File: config.mk
export PLATFORM = sky130hd
export DESIGN_NAME = mycpu_fetch_buffer
export DESIGN_NICKNAME = d
export VERILOG_FILES = /design/src/rtl/mycpu_pkg.sv /design/src/rtl/mycpu_fetch_fifo.sv /design/src/rtl/mycpu_fetch_buffer.sv
export SDC_FILE = /design/constraint.sdc
export NUM_CORES = 1
export LEC_CHECK = 0
export BUFFER_PORTS_ARGS = -buffer_cell sky130_fd_sc_hd__buf_2
export CAP_MARGIN = 20
export CORE_MARGIN = 5
export CORE_UTILIZATION = 45
export DETAILED_ROUTE_END_ITERATION = 8
export PLACE_DENSITY = 0.73
export SLEW_MARGIN = 20
export SYNTH_ARGS = -nofsm -noshare
export SYNTH_HDL_FRONTEND = slang
export SYNTH_SLANG_ARGS = --single-unit
File: constraint.sdc
create_clock -name clk -period 3.6 [get_ports clk]
set_input_delay 0.18 -clock clk [delete_from_list [all_inputs] [get_ports clk]]
set_output_delay 0.18 -clock clk [all_outputs]
set_load 0.05 [all_outputs]
File: src/rtl/mycpu_pkg.sv
// Shared fetch-path definitions: datapath width, default buffer depth and the
// {pc, inst} pair carried from the instruction SRAM to decode.
package mycpu_pkg;

    localparam int unsigned XLEN  = 32;
    localparam int unsigned DEPTH = 2;

    typedef struct packed {
        logic [XLEN-1:0] pc;
        logic [XLEN-1:0] inst;
    } fetch_entry_t;

endpackage

File: src/rtl/mycpu_fetch_fifo.sv
// Circular FIFO of fetch entries with a synchronous clear. Exposes the
// occupancy count and the head entry directly, so readers see no extra latency.
module mycpu_fetch_fifo #(
    parameter int unsigned DEPTH = 2
) (
    input  logic                          clk,
    input  logic                          rst,
    input  logic                          i_push,
    input  mycpu_pkg::fetch_entry_t       i_entry,
    input  logic                          i_pop,
    input  logic                          i_clear,
    output logic [$clog2(DEPTH+1)-1:0]    o_count,
    output mycpu_pkg::fetch_entry_t       o_head
);
    import mycpu_pkg::*;

    localparam int unsigned PtrW = $clog2(DEPTH);
    localparam int unsigned CntW = $clog2(DEPTH + 1);

    fetch_entry_t    r_mem [DEPTH];
    logic [PtrW-1:0] r_head;
    logic [PtrW-1:0] r_tail;
    logic [CntW-1:0] r_count;

    // Pointers are exactly log2(DEPTH) bits, so wrap-around is the natural overflow.
    always_ff @(posedge clk or negedge rst) begin
        if (!rst) begin
            r_head  <= '0;
            r_tail  <= '0;
            r_count <= '0;
            for (int i = 0; i < DEPTH; i++) begin
                r_mem[i] <= '0;
            end
        end else if (i_clear) begin
            r_head  <= '0;
            r_tail  <= '0;
            r_count <= '0;
        end else begin
            if (i_push) begin
                r_mem[r_tail] <= i_entry;
                r_tail        <= r_tail + 1'b1;
            end
            if (i_pop) begin
                r_head <= r_head + 1'b1;
            end
            case ({i_push, i_pop})
                2'b10:   r_count <= r_count + 1'b1;
                2'b01:   r_count <= r_count - 1'b1;
                default: r_count <= r_count;
            endcase
        end
    end

    assign o_count = r_count;
    assign o_head  = r_mem[r_head];

endmodule

File: src/rtl/mycpu_fetch_buffer.sv
// Fetch buffer between the PC unit and decode: issues SRAM reads, tracks the one
// in-flight return, queues {pc, inst} pairs and back-pressures the PC unit.
module mycpu_fetch_buffer #(
    parameter int unsigned DEPTH = mycpu_pkg::DEPTH,
    parameter int unsigned XLEN  = mycpu_pkg::XLEN
) (
    input  logic            clk,
    input  logic            rst,
    input  logic [XLEN-1:0] PC,
    input  logic            instRequest,
    input  logic            flush,
    output logic            allowIN,
    output logic            inst_sram_en,
    output logic [XLEN-1:0] inst_sram_addr,
    input  logic [XLEN-1:0] inst_sram_rdata,
    output logic            id_valid,
    output logic [XLEN-1:0] id_pc,
    output logic [XLEN-1:0] id_inst,
    input  logic            id_allowin
);
    import mycpu_pkg::*;

    localparam int unsigned  CntW     = $clog2(DEPTH + 1);
    localparam logic [CntW:0] DepthLim = (CntW + 1)'(DEPTH);

    logic            w_pop;
    logic            w_issue;
    logic            w_push;
    logic [CntW-1:0] w_count;
    logic [CntW:0]   w_occ_after;
    fetch_entry_t    w_entry;
    fetch_entry_t    w_head;

    logic            r_pending;
    logic [XLEN-1:0] r_pending_pc;

    assign w_pop = id_valid & id_allowin;

    // In-flight return counts against capacity so the FIFO can never overflow.
    assign w_occ_after = {1'b0, w_count} + {{CntW{1'b0}}, r_pending}
                       - {{CntW{1'b0}}, w_pop};

    assign allowIN        = flush | (w_occ_after < DepthLim);
    assign w_issue        = instRequest & allowIN & ~flush;
    assign inst_sram_en   = w_issue;
    assign inst_sram_addr = PC;

    // A return landing in the redirect cycle belongs to the wrong path.
    assign w_push     = r_pending & ~flush;
    assign w_entry.pc   = r_pending_pc;
    assign w_entry.inst = inst_sram_rdata;

    always_ff @(posedge clk or negedge rst) begin
        if (!rst) begin
            r_pending    <= 1'b0;
            r_pending_pc <= '0;
        end else begin
            r_pending <= w_issue;
            if (w_issue) begin
                r_pending_pc <= PC;
            end
        end
    end

    mycpu_fetch_fifo #(
        .DEPTH (DEPTH)
    ) u_fifo (
        .clk     (clk),
        .rst     (rst),
        .i_push  (w_push),
        .i_entry (w_entry),
        .i_pop   (w_pop),
        .i_clear (flush),
        .o_count (w_count),
        .o_head  (w_head)
    );

    assign id_valid = (w_count != '0);
    assign id_pc    = w_head.pc;
    assign id_inst  = w_head.inst;

endmodule

# ---- Word-level counts from Yosys, hierarchy flattened
# Index checks and enable logic that the tools add are counted.
dict set report op_classes {
  n_addsub 6
  magnitude_cmp 4
  n_eq_ne 2
  mux 12
  bitwise 8
  reduce_logical 6
}
# cell n
set ops {}
lappend ops {{$mux W64} 4}
lappend ops {{$bwmux W128} 1}
lappend ops {{$demux W64 S1} 1}
lappend ops {{$reduce_bool A2 Y1} 3}
lappend ops {{$and A1 B1 Y1} 4}
lappend ops {{$ge A2 B2 Y1 const B} 2}
lappend ops {{$mux W1} 4}
lappend ops {{$not A1 Y2} 2}
lappend ops {{$pmux W2 S2} 1}
lappend ops {{$add A2 B1 Y3} 1}
lappend ops {{$lt A3 B2 Y1 const B} 1}
lappend ops {{$reduce_bool A3 Y1} 1}
lappend ops {{$sub A3 B1 Y3} 1}
lappend ops {{$add A1 B1 Y1 const B} 2}
lappend ops {{$add A2 B1 Y2 const B} 1}
lappend ops {{$eq A2 B1 Y1 const B} 1}
lappend ops {{$eq A2 B2 Y1 const B} 1}
lappend ops {{$lt A2 B1 Y1 const B} 1}
lappend ops {{$mux W2} 1}
lappend ops {{$reduce_and A2 Y1} 1}
lappend ops {{$sub A2 B1 Y2 const B} 1}
lappend ops {{$logic_and A1 B1 Y1} 1}
lappend ops {{$not A1 Y1} 1}
lappend ops {{$or A1 B1 Y1} 1}
dict set report word_totals {
  reg_bits 165
  in_bits 69
  output_inout_bits 99
}

# ---- Depth between registers and ports, before layout
# Gate-level depths: netlist of run 1.
dict set report depth {
  ltp_word 7
  mapped_depth 9
}

# ---- Hierarchy
# A second synthesis of run 1 with hierarchy kept.
dict set report unflattened {
  hier_cells 474
  hier_area_um2 7737.4
}
# mod n_inst cells_each area_per_inst_um2
set by_module_without_submodules {}
lappend by_module_without_submodules {mycpu_fetch_fifo 1 359 6033.3}
lappend by_module_without_submodules {mycpu_fetch_buffer 1 115 1704.1}

# ---- Worst setup path after synthesis of run 1
# No wires, ideal clock.
dict set report synth_path {
  path_type {reg-to-reg}
  startpoint {register u_fifo.r_count[1] (netlist: u_fifo.o_count[1])}
  endpoint {register r_pending_pc[21]}
  arrival_ns 2.422
  slack_ns 1.053
  stages_incl_launch_ff 10
  n_path_buf 2
  synth_period_minus_slack_ns 2.547
  path_cell_list {dfrtp_1 o21a_1 ha_1 nand2b_1 fa_1 xnor2_1 and4b_1 buf_6 buf_12 mux2_4}
}
dict set report synth_via {
  elab_chain_cells 7
  word_cells_on_any_way 8
  classes_between {add/sub (2); order compare (1); bitwise (4); reduce/logical (1)}
}
# item line_no
set synth_lines {}
lappend synth_lines {{start, declared} mycpu_fetch_fifo.sv:23} ;# logic [CntW-1:0] r_count;
lappend synth_lines {{start signal, assigned} mycpu_fetch_fifo.sv:47} ;# 2'b10: r_count <= r_count + 1'b1;
lappend synth_lines {{start signal, assigned} mycpu_fetch_fifo.sv:48} ;# 2'b01: r_count <= r_count - 1'b1;
lappend synth_lines {{start signal, assigned} mycpu_fetch_fifo.sv:49} ;# default: r_count <= r_count;
lappend synth_lines {{parallel branches: the longest is 2 deep, another holds $add A2 B1 Y3} n/a}
lappend synth_lines {{$sub A3 B1 Y3 *} mycpu_fetch_buffer.sv:41} ;# - {{CntW{1'b0}}, w_pop};
lappend synth_lines {{$lt A3 B2 Y1 *} mycpu_fetch_buffer.sv:43} ;# assign allowIN = flush | (w_occ_after < DepthLim);
lappend synth_lines {{$or A1 B1 Y1 *} mycpu_fetch_buffer.sv:43}
lappend synth_lines {{$and A1 B1 Y1 * (2 in a row)} mycpu_fetch_buffer.sv:44} ;# assign w_issue = instRequest & allowIN & ~flush;
lappend synth_lines {{named net inst_sram_en} mycpu_fetch_buffer.sv:13} ;# output logic inst_sram_en,
lappend synth_lines {{end signal, assigned} mycpu_fetch_buffer.sv:56} ;# r_pending_pc <= '0;
lappend synth_lines {{end signal, assigned} mycpu_fetch_buffer.sv:60} ;# r_pending_pc <= PC;
lappend synth_lines {{end, declared} mycpu_fetch_buffer.sv:35} ;# logic [XLEN-1:0] r_pending_pc;
# Mark *: on every way through the listed nets, which the timed path passes.
# A chain may end at the register's enable or synchronous reset.

# ---- Final worst setup path of run 1
dict set report layout_path {
  startpoint {register u_fifo.r_count[1] (netlist: u_fifo.o_count[1])}
  endpoint {output inst_sram_en}
}
dict set report layout_via {
  elab_chain_cells 7
  word_cells_on_any_way 8
  classes_between {add/sub (2); order compare (1); bitwise (4); reduce/logical (1)}
}
# item line_no
set layout_lines {}
lappend layout_lines {{parallel branches: the longest is 2 deep, another holds $add A2 B1 Y3} n/a}
lappend layout_lines {{$sub A3 B1 Y3 *} mycpu_fetch_buffer.sv:41}
lappend layout_lines {{$lt A3 B2 Y1 *} mycpu_fetch_buffer.sv:43}
lappend layout_lines {{$or A1 B1 Y1 *} mycpu_fetch_buffer.sv:43}
lappend layout_lines {{$and A1 B1 Y1 * (2 in a row)} mycpu_fetch_buffer.sv:44}
lappend layout_lines {{end, declared} mycpu_fetch_buffer.sv:13}
# Mark *: on every way between the ends.

==> impl_metrics.csv, run 1 <==
group,metric,value,unit
sta,rsz0062_at_grt,"no",
logic_synthesis,synth-edff-count,0,
floorplanning,core-area,15900,sq um
sta,post-route-period-util,0.937,
detailed_routing,viasPerCell,4.98,
grt,overflow,0,
sta,worst_slack,0.228,ns
sta,worst_slew_pin_slew,0.826,ns
sta,maxSlewViolCount,0,
sta,setup_viol,0,
floorplanning,die-area,19000,sq um
setup_path,worstSetupPathType,"reg2out",
logic_synthesis,yosys.area_share.xor_xnor,0.00357,
sta,finalHoldViolCount,0,
setup_path,cp.required,3.42,ns
floorplanning,ios,168,
logic_synthesis,avgSynthCellArea,15.7,sq um
status,status,"completed",
clock_tree,cts.clk_slew.worst_paths,0.06,ns
pwr,p_per_area,801,nW/um^2
detailed_routing,antenna_left,0,
worst_hold_path,hold_path.class,"in2reg",
layout,fillers,1278,
detailed_routing,vias,4413,
layout,syn_to_final_growth,25.7,%
clock_tree,cts_tree,"yes",
place,dpl_worst_slack,0.573,ns
setup_path,crit_path_start,"u_fifo.o_count[1]",
setup_path,critPathSlowestCell,"dfrtp_1",
logic_synthesis,synthSimpleGateAreaFrac,0.0109,
logic_synthesis,synth_cell_types,25,
sta,fmax,297,MHz
detailed_routing,drtPass1Iterations,4,
place,hpwl,9690,microns
place,gp_congestion,0.707,
floorplanning,fp.dieW,138,microns
setup_path,timing.rr.start,"u_fifo.o_count[1]",
place,portBuffers,167,
logic_synthesis,synth_commonest_cells,"195 x mux2_2, 165 x dfrtp_1, 32 x buf_4",
clock_tree,numCtsBuffers,17,
grt,grt_max_degree,93,
clock_tree,post_cts_buffers,0,
detailed_routing,drtIter0Drc,87,
grt,grt_pass1_wl,24000,microns
logic_synthesis,syn-cell-area,7360,sq um
clock_tree,clkSinkCount,165,
logic_synthesis,synth_seq_cells,165,
sta,period_needed,3.37,ns
layout,final_layout_size_suffix_gt1_frac,0.646,
setup_path,setup.worst_path.end_class,"output port",
sta,slew_headroom,0.450,
logic_synthesis,synthArstFlopShare,1.00,
sta,finClkSkew,0.0191,ns
logic_synthesis,yosys-mux-area-fraction,0.359,
logic_synthesis,synth_top_family_by_area,"multiplexers",
logic_synthesis,synth_cells,469,
grt,antenna_found_initial,0,
logic_synthesis,synth_compound_area_frac,0.00544,
grt,grt_pass1_vias,4861,
detailed_routing,drc,0,
layout,post-route-util,0.580,
logic_synthesis,synth_fa_ha_area_frac,0.00442,
logic_synthesis,yosysMostFrequentCell,"mux2_2",
logic_synthesis,ys_seq_area_frac,0.561,
setup_path,worstPathCellList,"o21a_1 -> ha_1 -> nand2b_1 -> fa_1 -> xnor2_1 -> and4b_4 -> buf_12 -> buf_2",
setup_path,cp.arrival,3.19,ns
detailed_routing,wl_per_cell,17.0,microns
setup_path,worstPathMaxFanout,25,
worst_hold_path,min_from,"PC[10]",
clock_tree,clkLatencyLatePin,0.42,ns
pwr,ir_drop,0.518,mV
floorplanning,start_util,0.462,
pwr,p_leak,4.34,nW
clock_tree,h-tree-depth,4,
detailed_routing,totalWireLength,15000,microns
logic_synthesis,yosys-top-cells-area,"dfrtp_1 56%, mux2_2 30%, mux2_4 5.9%",
logic_synthesis,synth_flop_cell,"dfrtp_1",
clock_tree,clock-root-buffer,"clkbuf_16",
layout,fin_nets,728,
setup_path,critical_path.startpoint_type,"register",
logic_synthesis,ys.warnings.count,0,
setup_path,max_stage_delay,0.48,ns
floorplanning,rows,46,
logic_synthesis,synth_fp_nets,540,
floorplanning,die_h,138,microns
layout,num_antenna_cells,0,
run,maxCapViolCount,0,
grt,track_usage,0.163,
logic_synthesis,synth_top_area_frac,0.561,
clock_tree,cts.path.max_buffers,2,
sta,tns,0,ns
logic_synthesis,synth_top_cell_by_area,"dfrtp_1",
## worst max-delay path: cells and delay by family (launching register included)
| kind | cells | cell delay [ns] |
|---|---|---|
| flip-flops | 1 | 0.48 |
| adder cells (fa/ha/maj) | 2 | 0.66 |
| buffers and inverters | 2 | 0.56 |
| XOR/XNOR | 1 | 0.20 |
| AO/OA/AOI/OAI | 1 | 0.25 |
| AND/OR/NAND/NOR | 2 | 0.59 |
## state kept, by name, summed over array words and instances, names as in the netlist
register	flops
u_fifo.r_tail	1
r_pending_pc	32
u_fifo.r_mem	128
u_fifo.r_head	1
r_pending	1
u_fifo.o_count	2
## metal layers
metal / part of all wire / GRT usage
met5: 0 / 0
met4: 0.013 / 0.0609
met3: 0.057 / 0.0370
met2: 0.50 / 0.281
met1: 0.43 / 0.199
## cell type report
| class | instances | area (sq um) | share of cell area |
|---|---|---|---|
| well taps | 216 | 270 | 0.0292 |
| flip-flops and latches | 165 | 4130 | 0.446 |
| clock inverters | 8 | 98.8 | 0.0107 |
| clock buffers | 24 | 482 | 0.0521 |
| repair buffers | 225 | 1440 | 0.156 |
| multi-input cells | 247 | 2820 | 0.305 |
| inverters | 1 | 3.75 | 0.000406 |
## final timing paths
kind	slack, ns	to	cells past startpoint
setup / recovery	0.23	inst_sram_en	8
hold / removal	0.01	r_pending_pc[10]	2
setup reg to reg	0.68	r_pending_pc[30]	8
hold reg to reg	0.50	u_fifo.r_mem[3]	1
max in group asynchronous	2.28	u_fifo.r_head	3
min in group asynchronous	0.34	u_fifo.r_mem[89]	2
## repair_timing
action	CTS	global route
hold endpoints to repair	144	0
setup endpoints to repair	0	1
hold buffers	51	0
resized for setup	0	1
## cell usage in the layout (no fill, tap or decap), types with 2 or more instances in the layout
| cell type | Yosys | layout |
|---|---|---|
| buf_12 | 3 | 3 |
| buf_2 | 18 | 166 |
| buf_4 | 32 | 4 |
| bufinv_16 | 0 | 2 |
| clkbuf_1 | 2 | 4 |
| clkbuf_16 | 0 | 17 |
| clkbuf_8 | 0 | 3 |
| clkinv_2 | 0 | 3 |
| clkinvlp_4 | 0 | 2 |
| dfrtp_1 | 165 | 164 |
| dlygate4sd3_1 | 0 | 51 |
| mux2_2 | 195 | 195 |
| mux2_4 | 29 | 29 |
| nand2b_1 | 2 | 2 |
| nand3b_1 | 2 | 2 |
| nor2_1 | 2 | 2 |
| o21ai_0 | 2 | 2 |
| or2_2 | 2 | 2 |
| xnor2_1 | 3 | 3 |
## kinds of logic after synthesis
family | after synthesis
fa+ha+maj | 2
mux | 225
compound gates | 6
flops | 165
buf+inv | 57
simple gates | 11
xor+xnor | 3
## report_power, final
group / internal (mW) / switching, mW
Clock: 1.07 / 0.704
Combinational: 1.07 / 1.70
Sequential: 2.51 / 0.345
## through the flow
stage                     std cells  total power, mW  cell area, sq um  hold slack, ns
final                           886             7.41              9250          0.0145
after global routing            886             7.78              9250         0.00518
after CTS                       886             7.50              9250        0.000371
after detailed placement        803             5.65              8160           0.249
after global placement          803             5.53              8160           0.232
after floorplan                 469             5.05              7360          -0.116
Power figures use the tool's default switching activity.
==> run 2: changes to the inputs <==
Settings changed: RECOVER_POWER set to 25.
==> run 2 against run 1 <==
The flow now finishes with violations (capacitance limit, slew limit). Wire length grew 0.11%. Die area is the same. Combinational power is essentially flat. Worst setup slack gained 0.0041 ns. Sequential power is essentially flat. Core utilization shrank 0.29 points. Sequential share of layout area grew 0.22 points. Final cell count is the same. Critical path type unchanged. Design area shrank 0.50%. Largest power group unchanged. Power is essentially flat.
==> impl_metrics.csv, run 2 (synthesis gave the netlist of run 1 again) <==
group,metric,value,unit
status,status,"finished, violations left",
status,violations,"capacitance limit, slew limit",
pwr,clkPwrFrac,0.240,
setup_path,worstPathMaxFanout,25,
sta,maxSlewViolCount,74,
pwr,totalPowerFinal,7.40,mW
layout,layout_commonest_cell,"mux2_2",
detailed_routing,antenna_left,0,
floorplanning,fp.dieW,138,microns
pwr,comb_power_share,0.374,
layout,fin_nets,728,
detailed_routing,drtPass1Iterations,4,
worst_hold_path,min_from,"inst_sram_rdata[3]",
floorplanning,die-area,19000,sq um
grt,track_usage,0.163,
detailed_routing,viasPerCell,4.97,
sta,slew_headroom,-0.221,
clock_tree,cts_tree,"yes",
place,portBuffers,167,
sta,fmax,297,MHz
layout,layout_common_cells,"195 x mux2_2, 164 x dfrtp_1, 134 x buf_2, 51 x dlygate4sd3_1, 36 x clkbuf_1",
layout,largest_reg_flops,128,
detailed_routing,totalWireLength,15100,microns
sta,rsz0062_at_grt,"no",
detailed_routing,drc,0,
sta,holdWs,0.0165,ns
clock_tree,numCtsBuffers,17,
sta,setup_viol,0,
floorplanning,core-area,15900,sq um
grt,grt_max_degree,93,
floorplanning,start_util,0.462,
setup_path,cp.required,3.42,ns
clock_tree,post_cts_buffers,0,
grt,grt_pass1_wl,24000,microns
setup_path,worstSetupPathType,"reg2out",
pwr,switching_share,0.372,
setup_path,critical_path.startpoint_type,"register",
sta,worst_slew_pin_slew,1.83,ns
floorplanning,ios,168,
setup_path,crit_path_start,"u_fifo.o_count[1]",
grt,antenna_found_initial,0,
pwr,p_leak,4.25,nW
sta,period_needed,3.37,ns
sta,finClkSkew,0.0190,ns
pwr,p_per_area,804,nW/um^2
pwr,intPower,4.65,mW
place,dpl_worst_slack,0.573,ns
sta,post-route-period-util,0.935,
layout,final_layout_size_suffix_gt1_frac,0.599,
layout,top_register,"u_fifo.r_mem",
place,hpwl,9690,microns
clock_tree,clkSinkCount,165,
pwr,power_frac_seq,0.386,
layout,syn_to_final_growth,25.0,%
clock_tree,clkLatencyLatePin,0.42,ns
floorplanning,die_h,138,microns
clock_tree,cts.path.max_buffers,2,
clock_tree,h-tree-depth,4,
floorplanning,rows,46,
sta,worst_slack,0.232,ns
run,maxCapViolCount,1,
sta,finalHoldViolCount,0,
layout,num_antenna_cells,0,
setup_path,timing.rr.start,"u_fifo.o_count[1]",
pwr,p_switching,2.75,mW
setup_path,setup.worst_path.end_class,"output port",
place,gp_congestion,0.707,
detailed_routing,wl_per_cell,17.0,microns
grt,overflow,0,
sta,tns,0,ns
clock_tree,clock-root-buffer,"clkbuf_16",
worst_hold_path,hold_path.class,"in2reg",
clock_tree,cts.clk_slew.worst_paths,0.06,ns
detailed_routing,drtIter0Drc,85,
setup_path,cp.arrival,3.19,ns
grt,grt_pass1_vias,4861,
detailed_routing,vias,4404,
pwr,ir_drop,0.519,mV
[run 2: cell types whose count changed in the layout (fill, tap and decap cells not counted)]
cell      before  now
clkbuf_2       0    1
buf_2        166  134
buf_6          1    0
clkbuf_1       4   36
[run 2: critical path: stages, from the launching register on]
cell	delay [ns]
dfrtp_1	0.48
o21a_1	0.25
ha_1	0.26
nand2b_1	0.16
fa_1	0.40
xnor2_1	0.20
and4b_4	0.43
buf_12	0.26
buf_2	0.30
[run 2: power groups by stage]
stage	sequential, mW	combinational (mW)	clock, mW
2_1_floorplan	2.76	2.30	0
3_3_place_gp	2.82	2.71	0
3_5_place_dp	2.89	2.76	0
4_1_cts	2.86	2.81	1.83
5_1_grt	2.94	2.93	1.91
6_report	2.86	2.77	1.78
[run 2: final timing paths]
kind                                    end  slack (ns)  cells past startpoint
max reg2reg                r_pending_pc[30]        0.68                      8
min reg2reg                u_fifo.r_mem[24]        0.50                      1
max                            inst_sram_en        0.23                      8
min in group asynchronous  u_fifo.r_mem[89]        0.80                      2
max in group asynchronous     u_fifo.r_head        1.52                      3
min                        u_fifo.r_mem[67]        0.02                      2
[run 2: cell type report]
class,instances,area [sq um]
Tap cell,216,270
Inverter,1,3.75
Clock inverter,8,98.8
Sequential cell,165,4130
Clock buffer,24,482
Fill cell,1295,6740
Multi-Input combinational cell,247,2820
Timing Repair Buffer,225,1400
[run 2: routing by layer]
metal / up-vias / GRT usage / part of all wire
met3: 16 / 0.0370 / 0.056
met1: 2261 / 0.199 / 0.43
met2: 119 / 0.281 / 0.50
li1: 2008 / - / -
met4: 0 / 0.0609 / 0.013
met5: - / 0 / 0
[run 2: repair_timing]
action | CTS | global route
hold buffers | 51 | 0
endpoints found under the setup margin | 0 | 1
gates resized for setup | 0 | 1
endpoints found under the hold margin | 144 | 0
[run 2: stage by stage]
stage / std cells / cell area (sq um) / util
2_1_floorplan: 469 / 7360 / -
3_3_place_gp: 803 / 8160 / 0.512
3_5_place_dp: 803 / 8160 / 0.512
4_1_cts: 886 / 9250 / 0.580
5_1_grt: 886 / 9210 / 0.577
6_report: 886 / 9210 / 0.577
==> run 3: changes to the inputs <==
Settings changed: CORE_UTILIZATION 45 to 54, PLACE_DENSITY 0.73 to 0.85.
==> run 3 against run 2 <==
The run still ends with capacitance limit, slew limit left. Clock power shrank 2%. Worst setup slack better by 0.046 ns. Power down 0.17%. Maximum frequency up 1.4%. Via count up 0.52%. Flip-flop and latch count did not move. Clock skew shrank 0.011 ns. Sequential share of layout area up 0.52 points. Sequential power is essentially flat. Final cell count is 5.1% lower. Non-clock buffer count down 1. Hold slack barely moved.
==> impl_metrics.csv, run 3 (synthesis gave the netlist of run 1 again) <==
group,metric,value,unit
sta,maxSlewViolCount,121,
run,maxCapViolCount,1,
pwr,p_switching,2.74,mW
setup_path,critPathSlowestCell,"dfrtp_1",
clock_tree,numCtsBuffers,17,
detailed_routing,drc,0,
status,violations,"capacitance limit, slew limit",
clock_tree,cts_resized,0,
setup_path,worstSetupPathType,"reg2out",
setup_path,cp_num_cells,8,
pwr,power_frac_seq,0.389,
worst_hold_path,hold_path.class,"in2reg",
clock_tree,clkLatencyLatePin,0.42,ns
worst_hold_path,min_from,"PC[2]",
sta,setup_viol,0,
clock_tree,cts.path.max_buffers,2,
detailed_routing,wl_per_cell,18.1,microns
detailed_routing,antenna_left,0,
grt,overflow,0,
setup_path,timing.rr.start,"u_fifo.o_count[1]",
clock_tree,h-tree-depth,4,
layout,fillers,894,
setup_path,worstPathCellList,"o21a_1 -> ha_1 -> nand2b_1 -> fa_1 -> xnor2_1 -> and4b_2 -> buf_4 -> buf_2",
layout,syn_to_final_growth,23.6,%
pwr,switching_share,0.371,
layout,layout_common_cells,"195 x mux2_2, 165 x dfrtp_1, 137 x buf_2, 48 x dlygate4sd3_1, 32 x clkbuf_1",
layout,top_register,"u_fifo.r_mem",
setup_path,critical_path.startpoint_type,"register",
pwr,p_leak,4.25,nW
layout,layout_commonest_cell,"mux2_2",
floorplanning,start_util,0.554,
sta,period_needed,3.32,ns
pwr,clkPwrFrac,0.235,
sta,rsz0062_at_grt,"no",
clock_tree,cts.clk_slew.worst_paths,0.06,ns
grt,grt_pass1_vias,5005,
layout,fin_nets,727,
setup_path,crit_family,"adder cells",
clock_tree,clkSinkCount,165,
setup_path,crit_path_start,"u_fifo.o_count[1]",
sta,post-route-period-util,0.923,
layout,fin_area,9100,sq um
layout,seq_area,4130,sq um
pwr,intPower,4.65,mW
pwr,totalPowerFinal,7.39,mW
floorplanning,fp.dieW,127,microns
detailed_routing,drtPass1Iterations,4,
sta,finClkSkew,0.00826,ns
setup_path,rrSetupSlack,0.73,ns
place,hpwl,9770,microns
sta,tns,0,ns
floorplanning,core-area,13300,sq um
setup_path,cp.arrival,3.14,ns
sta,fmax,301,MHz
setup_path,setup.worst_path.end_class,"output port",
detailed_routing,drtIter0Drc,136,
grt,grt_pass1_wl,25200,microns
setup_path,r2r_cells,8,
floorplanning,rows,42,
sta,finalHoldViolCount,0,
place,place_area,8100,sq um
floorplanning,ios,168,
sta,worst_slew_pin_slew,2.60,ns
grt,antenna_found_initial,0,
clock_tree,cts_tree,"yes",
setup_path,path_buf_inv,2,
layout,multi_input_area,2820,sq um
grt,track_usage,0.197,
pwr,ir_drop,0.449,mV
setup_path,max_stage_delay,0.48,ns
pwr,comb_power_share,0.376,
detailed_routing,vias,4427,
place,portBuffers,167,
layout,post-route-util,0.684,
status,status,"finished, violations left",
clock_tree,clock-root-buffer,"clkbuf_16",
layout,largest_reg_flops,128,
setup_path,worstPathMaxFanout,18,
sta,slew_headroom,-0.730,
pwr,p_per_area,813,nW/um^2
detailed_routing,totalWireLength,15200,microns
floorplanning,die-area,16100,sq um
place,gp_congestion,0.771,
grt,grt_max_degree,121,
detailed_routing,viasPerCell,5.26,
layout,final_layout_size_suffix_gt1_frac,0.605,
layout,num_antenna_cells,0,
worst_hold_path,whs_path_depth,2,
floorplanning,die_h,127,microns
setup_path,cp.required,3.42,ns
[run 3: per-layer routing]
layer	part of all wire	vias up	wire, microns	global-route usage
met4	0.013	0	199	0.0656
met5	0	-	0	0
met2	0.51	126	7800	0.339
met1	0.42	2273	6350	0.243
met3	0.058	21	879	0.0496
li1	-	2007	-	-
[run 3: what timing repair did]
item | 4_1_cts | 5_1_grt
setup buffers | 0 | 0
hold buffers | 47 | 1
hold endpoints to repair | 182 | 1
[run 3: layout make-up]
class                           count  share of cell area
Inverter                            1            0.000413
Sequential cell                   165               0.454
Clock buffer                       23              0.0536
Tap cell                          176              0.0242
Clock inverter                      5             0.00825
Multi-Input combinational cell    247               0.310
Timing Repair Buffer              224               0.149
[run 3: stage by stage]
stage               setup slack [ns]  cells  hold slack [ns]
finish                         0.278    841           0.0168
global route                  0.0888    841           0.0102
CTS                            0.247    840         0.000642
detailed placement             0.744    765            0.416
global placement               0.866    765            0.398
floorplan                       1.05    469           -0.116
[run 3: final timing paths]
path,end
setup / recovery,inst_sram_en
setup reg to reg,r_pending_pc[30]
min in group asynchronous,u_fifo.r_mem[91]
max in group asynchronous,u_fifo.r_mem[0]
hold reg to reg,u_fifo.r_mem[19]
hold / removal,r_pending_pc[2]
[run 3: power groups by stage]
stage          Clock (mW)  Combinational, mW  Sequential [mW]
3_5_place_dp            0               2.75             2.89
4_1_cts              1.78               2.81             2.87
5_1_grt              1.85               2.94             2.95
3_3_place_gp            0               2.69             2.82
6_report             1.74               2.78             2.87
2_1_floorplan           0               2.30             2.76
